## src/rtl/mips_fetch_stage.sv

```systemverilog
// ============================================================================
// mips_fetch_stage
// ----------------------------------------------------------------------------
// Instruction-fetch stage of the classic 5-stage MIPS pipeline.
//
// The stage owns the program counter and presents it to a combinational
// instruction memory. The returned word is captured, together with PC+4,
// into the IF/ID pipeline register. Later stages can hold the front end
// (stall), squash the IF/ID contents (flush) or redirect the fetch stream
// (EX-stage branch, ID-stage jump). A free-running counter of instructions
// actually delivered to decode is kept for bring-up and debug.
//
// Ports
//   clk            in   1      rising-edge clock
//   reset          in   1      asynchronous active-high reset
//   pc             out  32     current fetch address (to instruction memory)
//   imem_rd        in   32     instruction word for pc (combinational)
//   stall          in   1      hazard-unit hold; freezes PC and IF/ID
//   flush          in   1      squash IF/ID on the next edge
//   branch_taken   in   1      EX-stage branch redirect request
//   branch_target  in   32     branch redirect address
//   jump           in   1      ID-stage jump redirect request
//   jump_target    in   32     jump redirect address
//   if_id_instr    out  32     registered instruction handed to decode
//   if_id_pc_plus4 out  32     registered PC+4 of that instruction
//   if_id_valid    out  1      IF/ID holds a real instruction (0 = bubble)
//   misalign_err   out  1      sticky flag: a used redirect target was
//                              not word aligned
//   fetch_count    out  CNT_W  valid instructions loaded into IF/ID (wraps)
// ============================================================================
module mips_fetch_stage #(
    parameter logic [31:0] RESET_PC = 32'h0000_0000,
    parameter int          CNT_W    = 16
) (
    input  logic             clk,
    input  logic             reset,
    output logic [31:0]      pc,
    input  logic [31:0]      imem_rd,
    input  logic             stall,
    input  logic             flush,
    input  logic             branch_taken,
    input  logic [31:0]      branch_target,
    input  logic             jump,
    input  logic [31:0]      jump_target,
    output logic [31:0]      if_id_instr,
    output logic [31:0]      if_id_pc_plus4,
    output logic             if_id_valid,
    output logic             misalign_err,
    output logic [CNT_W-1:0] fetch_count
);

    // ------------------------------------------------------------------------
    // State registers
    // ------------------------------------------------------------------------
    logic [31:0]      pc_q,        pc_d;
    logic [31:0]      instr_q,     instr_d;
    logic [31:0]      pcPlus4_q,   pcPlus4_d;
    logic             valid_q,     valid_d;
    logic             misalign_q,  misalign_d;
    logic [CNT_W-1:0] count_q,     count_d;

    // ------------------------------------------------------------------------
    // Combinational helpers
    // ------------------------------------------------------------------------
    logic [31:0] pcPlus4;
    logic        redirect;
    logic [31:0] redirectTarget;
    logic [31:0] alignedTarget;
    logic        loadIfId;

    // Sequential fetch address; natural 32-bit wrap takes 0xFFFF_FFFC to 0.
    assign pcPlus4 = pc_q + 32'd4;

    // Pick the redirect source. The branch sits in EX and is therefore older
    // than the jump in ID, so it wins when both fire in the same cycle.
    always_comb begin
        redirect       = branch_taken | jump;
        redirectTarget = branch_taken ? branch_target : jump_target;
        alignedTarget  = {redirectTarget[31:2], 2'b00};
    end

    // Next PC. Redirects beat stall: a stalled front end still has to leave
    // the wrong path, otherwise the redirect would be lost.
    always_comb begin
        pc_d = pcPlus4;
        if (redirect) begin
            pc_d = alignedTarget;
        end else if (stall) begin
            pc_d = pc_q;
        end
    end

    // IF/ID next state. A flush or redirect discards the word currently
    // being fetched (it is on the wrong path) and inserts a NOP bubble, even
    // while stalled. Only a genuine load counts as a delivered instruction.
    always_comb begin
        instr_d   = instr_q;
        pcPlus4_d = pcPlus4_q;
        valid_d   = valid_q;
        loadIfId  = 1'b0;
        if (flush || redirect) begin
            instr_d   = 32'd0;
            pcPlus4_d = 32'd0;
            valid_d   = 1'b0;
        end else if (!stall) begin
            instr_d   = imem_rd;
            pcPlus4_d = pcPlus4;
            valid_d   = 1'b1;
            loadIfId  = 1'b1;
        end
    end

    // Bring-up counter and sticky misalignment flag. The flag only looks at
    // the target that is actually selected, so a misaligned jump target that
    // loses to a branch does not raise it.
    always_comb begin
        count_d    = loadIfId ? count_q + 1'b1 : count_q;
        misalign_d = misalign_q;
        if (redirect && (redirectTarget[1:0] != 2'b00)) begin
            misalign_d = 1'b1;
        end
    end

    // All stage state lives here and returns to its reset values as soon as
    // reset is raised, without waiting for a clock edge.
    always_ff @(posedge clk or posedge reset) begin
        if (reset) begin
            pc_q       <= RESET_PC;
            instr_q    <= 32'd0;
            pcPlus4_q  <= 32'd0;
            valid_q    <= 1'b0;
            misalign_q <= 1'b0;
            count_q    <= '0;
        end else begin
            pc_q       <= pc_d;
            instr_q    <= instr_d;
            pcPlus4_q  <= pcPlus4_d;
            valid_q    <= valid_d;
            misalign_q <= misalign_d;
            count_q    <= count_d;
        end
    end

    // ------------------------------------------------------------------------
    // Outputs come straight from registers
    // ------------------------------------------------------------------------
    assign pc             = pc_q;
    assign if_id_instr    = instr_q;
    assign if_id_pc_plus4 = pcPlus4_q;
    assign if_id_valid    = valid_q;
    assign misalign_err   = misalign_q;
    assign fetch_count    = count_q;

endmodule

```

## config.mk

```make
export PLATFORM = sky130hd
export DESIGN_NAME = mips_fetch_stage
export DESIGN_NICKNAME = d
export VERILOG_FILES = /design/src/rtl/mips_fetch_stage.sv
export SDC_FILE = /design/constraint.sdc
export NUM_CORES = 1
export LEC_CHECK = 0
export ABC_AREA = 1
export CAP_MARGIN = 20
export CORE_MARGIN = 5
export CORE_UTILIZATION = 35
export DETAILED_ROUTE_END_ITERATION = 12
export GPL_TIMING_DRIVEN = 0
export PLACE_DENSITY = 0.66
export SLEW_MARGIN = 30
export SYNTH_ARGS = -nofsm -noshare
export SYNTH_HDL_FRONTEND = slang
export SYNTH_SLANG_ARGS = --single-unit
```

## constraint.sdc

```tcl
create_clock -name clk -period 4.4 [get_ports clk]
set_input_delay 0.44 -clock clk [delete_from_list [all_inputs] [get_ports clk]]
set_output_delay 0.44 -clock clk [all_outputs]
set_load 0.03 [all_outputs]
```

==> flow_summary.yaml, run 1 <==
status:
  status: "completed"
place:
  place_congestion: 0.842
  dp_hpwl_um: 14600
  dp_slack_ns: 2.03
  io_buffers: 210
setup_path:
  worstPathRequired_ns: 3.96
  rrSetupSlack_ns: 2.62
  worst-path-stages: 1
  r2r_cells: 7
  slowest_delay_ns: 0.74
  worst-path-max-fanout: 7
  crit_slowest_cell: "clkdlybuf4s50_1"
  criticalPathCategory: "flip-flop to primary output"
  worst-path-buf-inv: 1
  cp.arrival_ns: 1.60
  cp_cell_sequence: "clkdlybuf4s50_1"
  crit_path_end_kind: "primary output"
  path_delay_family: "buffers and inverters"
  r2r-start: "pc[2]"
  cp-startpoint: "pc[4]"
  start_kind: "flip-flop"
sta:
  setup_viol: 0
  setup-tns-final_ns: 0
  slew_viol_final: 0
  worst_slack_ns: 2.36
  max_freq_ghz: 0.489
  period_share_pct: 46.5
  skew_ns: 0.0106
  worst_hold_slack_ns: 0.453
  worst_slew_pin_slew_ns: 0.741
  rsz0062_at_grt: "no"
  hold_viol: 0
  min_period_ns: 2.04
  slew_headroom_pct: 50.6
routing:
  drt-initial-drc-count: 278
  wl_per_cell_um: 17.2
  ant_nets: 0
  vias: 5349
  drtPass1Iterations: 4
  routed_via_density: 4.86
  drc: 0
  routed_wl_um: 18900
synth:
  syn_area_per_cell_sq_um: 8.66
  ys.flop_type: "dfrtp_1"
  synth-seq-cells: 110
  ys_top_cells_by_area: "dfrtp_1, nand2_1, a22o_1"
  syn_area_sq_um: 5670
  synthArstFlopShare_pct: 100
  syn_inst: 655
  ys_warn_count: 0
  ys_seq_area_share_pct: 48.6
  synth_edf_count: 0
  synth_cell_types: 37
  synth.most_common_cell: "nand2_1"
  synth_top_area_share_pct: 48.6
  synth_common_cells: "nand2_1, dfrtp_1, nor2_1"
  synth_top_cell_by_area: "dfrtp_1"
floorplan:
  start_util_pct: 35.7
  pin_count: 216
  num_rows: 46
  core-area_sq_um: 15900
  dieHeight_um: 137
  die_area_sq_um: 18800
  dieWidth_um: 137
clock_tree:
  holdBufCountCts: 0
  cts_buffer_depth: 2
  clk_pin_slew_ns: 0.08
  htree_levels: 3
  insertion_delay_ns: 0.37
  cts.sinks: 110
  post-cts-setup-buffers: 0
  cts_tree: "yes"
  cts_buffers: 9
  cts_root_buf: "clkbuf_16"
  cts_resized: 0
power_and_ir_drop:
  ir_worst_vdd_mv: 0.201
  power_uw: 2710
  power_density_nw_per_um2: 323
  p_leak_uw: 0.00382
min_path:
  hold_path_class: "primary input to asynchronous set/reset pin"
run:
  cap_violations: 0
global_routing:
  grt_pass1_vias: 5329
  grt_max_degree: 62
  grt_pass1_wl_um: 29400
  grtUsageTotal_pct: 20.3
  gr-total-overflow: 0
  antenna_found_initial: 0
cells_and_area:
  drive_above_1_share_pct: 8.70
  antenna_cells: 0
  fin_nets: 984
  synthToLayoutAreaGrowth_pct: 48.1
## worst paths after layout
path	end
setup / recovery	pc[4]
hold / removal	if_id_instr[24]
setup reg to reg	pc[12]
hold reg to reg	misalign_err
max in group asynchronous	pc[22]
min in group clk	misalign_err
## cells by family (layout without fill, tap and decap cells)
logic type	count (synthesis)	count (layout)	share of synthesized area, %
flip-flops	110	110	48.6
AO/OA/AOI/OAI	117	117	15.2
adder cells (fa/ha/maj)	2	2	0.441
buffers and inverters	79	306	5.98
XOR/XNOR	25	25	4.39
AND/OR/NAND/NOR	321	321	25.4
other	1	4	0.0661
## registers in the layout, summed over array words and instances, names as in the netlist
signal / count
if_id_instr: 32
if_id_pc_plus4: 30
pc: 30
fetch_count: 16
if_id_valid: 1
misalign_err: 1
## routing by layer
| layer | up-vias | wire length (um) | GRT usage (%) |
|---|---|---|---|
| met5 | - | 0 | 0 |
| met4 | 0 | 238 | 5.60 |
| met3 | 16 | 1480 | 5.11 |
| met2 | 169 | 8950 | 33.2 |
| met1 | 2541 | 8280 | 26.9 |
| li1 | 2623 | - | - |
## per-stage QoR
step	cells	instance area (sq um)	util (%)
2_1_floorplan	658	5680	-
6_report	1101	8400	52.9
4_1_cts	1101	8400	52.9
5_1_grt	1101	8400	52.9
3_3_place_gp	1084	8050	50.7
3_5_place_dp	1085	8090	50.9
## layout make-up
class,count,area (sq um)
fillers,1512,7490
well taps,216,270
repair buffers,211,2130
clock inverters,7,83.8
inverters,47,184
flip-flops and latches,110,2750
plain buffers,32,163
clock buffers,9,225
multi-input cells,469,2590
## worst reg2reg max path, stage by stage (launching register included)
cell	delay (ns)
dfrtp_1	0.46
ha_1	0.27
nand2_2	0.09
nor2_4	0.16
nand3_1	0.21
xnor2_1	0.32
nand2_1	0.08
a21oi_1	0.13
## layout by cell type (no fill, tap or decap), types with 5 or more instances in the layout
cell             count
nor2_1              70
o21ai_0             12
inv_1               41
nor2_4               6
nand3b_1             7
buf_2               19
clkdlybuf4s50_1    210
a22oi_1              8
nand2_1            189
xor2_1              13
buf_4                5
a31oi_1              6
a221oi_1            22
nor3_1               6
nand2_2              6
clkbuf_1             7
clkbuf_16            9
nor2_2               8
a21oi_1             24
xnor2_1              8
nand3_1             15
a22o_1              41
dfrtp_1            110
## power breakdown
| group | switching [uW] | internal, uW |
|---|---|---|
| logic | 385 | 297 |
| clock network | 442 | 409 |
| registers | 99.9 | 1080 |
| total | 927 | 1790 |
(Power assumes the default switching activity.)
==> run 2, diff against run 1 <==
Clock period 4.4 ns to 1.9 ns, I/O delays scaled along.
==> flow_summary.yaml, run 2 (same netlist as run 1, synthesis figures left out) <==
setup_path:
  criticalPathCategory: "flip-flop to primary output"
  r2r_end: "fetch_count[10]"
  rrSetupSlack_ns: 0.23
  cp_cell_sequence: "clkdlybuf4s50_1"
  crit_path_end_kind: "primary output"
  crit_slowest_cell: "clkdlybuf4s50_1"
  slowest_delay_ns: 0.74
  cp.arrival_ns: 1.60
  path_delay_family: "buffers and inverters"
  worst-path-buf-inv: 1
  r2r_cells: 9
  worstPathRequired_ns: 1.71
  worst-path-max-fanout: 7
  start_kind: "flip-flop"
  r2r-start: "fetch_count[1]"
clock_tree:
  cts_tree: "yes"
  cts_root_buf: "clkbuf_16"
  cts.sinks: 110
  clk_pin_slew_ns: 0.09
  cts_buffers: 9
  cts_buffer_depth: 2
  insertion_delay_ns: 0.36
  htree_levels: 3
cells_and_area:
  largest_register_ffs: 32
  fin_area_sq_um: 8470
  final_common_cell: "clkdlybuf4s50_1"
  n_fill_cell: 1575
  synthToLayoutAreaGrowth_pct: 49.4
  fin_nets: 987
  drive_above_1_share_pct: 9.57
  antenna_cells: 0
  mostFrequentLayoutCells: "clkdlybuf4s50_1, nand2_1, dfrtp_1, nor2_1"
routing:
  wl_per_cell_um: 16.9
  routed_via_density: 4.90
  drc: 0
  routed_wl_um: 18700
  drtPass1Iterations: 4
  drt-initial-drc-count: 369
  vias: 5412
  ant_nets: 0
power_and_ir_drop:
  ir_worst_vdd_mv: 0.448
  power_switching_share_pct: 33.9
  power_density_nw_per_um2: 742
  p_switching_uw: 2130
  p_leak_uw: 0.00385
  p_clk_share_pct: 31.2
  intPower_uw: 4150
  pwr-share-seq_pct: 43.4
  power_frac_comb_pct: 25.4
floorplan:
  num_rows: 46
  dieHeight_um: 137
  dieWidth_um: 137
  core-area_sq_um: 15900
  start_util_pct: 35.7
  die_area_sq_um: 18800
  pin_count: 216
sta:
  rsz0062_at_grt: "no"
  min_period_ns: 1.79
  setup_viol: 0
  hold_viol: 0
  skew_ns: 0.0141
  slew_viol_final: 0
  max_freq_ghz: 0.557
  setup-tns-final_ns: 0
  worst_slew_pin_slew_ns: 0.690
  period_share_pct: 94.4
  slew_headroom_pct: 54.0
global_routing:
  gr-total-overflow: 0
  antenna_found_initial: 0
  grtUsageTotal_pct: 20.0
  grt_pass1_wl_um: 29000
  grt_pass1_vias: 5337
  grt_max_degree: 29
run:
  cap_violations: 0
place:
  dp_hpwl_um: 14800
  placed_area_sq_um: 8140
  place_congestion: 0.849
  io_buffers: 210
min_path:
  hold_path_class: "primary input to asynchronous set/reset pin"
status:
  status: "completed"
run 2: power by group through the flow:
stage	clock (uW)	sequential, uW	combinational, uW
after floorplan	0	3060	531
after global placement	0	2770	1570
after detailed placement	0	2770	1600
after CTS	2000	2730	1610
after global routing	2110	2770	1720
final	1960	2730	1590
run 2: how the worst max path moves through the flow:
stage	from	to	slack (ns)	depth (start not counted)
3_5_place_dp	jump	pc[9]	-0.24	6
4_1_cts	pc[2]	pc[12]	0.08	7
5_1_grt	pc[4]	pc[4]	0.04	1
2_1_floorplan	pc[2]	pc[16]	0.21	8
6_report	pc[4]	pc[4]	0.11	1
3_3_place_gp	reset	if_id_pc_plus4[13]	-0.82	2
run 2: metrics by stage:
| step | total power, uW | cells | hold WS [ns] | setup WS (ns) | utilization, % |
|---|---|---|---|---|---|
| 6_report | 6290 | 1104 | 0.162 | 0.106 | 53.3 |
| 5_1_grt | 6600 | 1104 | 0.188 | 0.0361 | 53.3 |
| 4_1_cts | 6330 | 1104 | 0.166 | 0.0776 | 53.2 |
| 3_5_place_dp | 4370 | 1088 | 0.462 | -0.244 | 51.3 |
| 3_3_place_gp | 4340 | 1084 | 0.450 | -0.817 | 50.7 |
| 2_1_floorplan | 3590 | 658 | 0.319 | 0.206 | - |
run 2: final cells by class:
cell class	instances	area, sq um	share of cell area (%)
flip-flops and latches	110	2750	32.5
inverters	47	180	2.13
repair buffers	214	2190	25.8
clock buffers	9	225	2.66
multi-input cells	469	2600	30.7
plain buffers	32	164	1.94
well taps	216	270	3.19
clock inverters	7	83.8	0.990
run 2: timing repair:
item / 4_1_cts / 5_1_grt
buffers inserted: 0 / 0
endpoints found under the setup margin: 0 / 7
resized for setup: 0 / 6
hold buffers: 0 / 0
run 2: layer usage:
layer | share of wire [%] | global-route usage (%)
met1 | 44 | 26.9
met2 | 47 | 32.1
met3 | 7.2 | 4.89
met4 | 2.0 | 6.10
met5 | 0 | 0
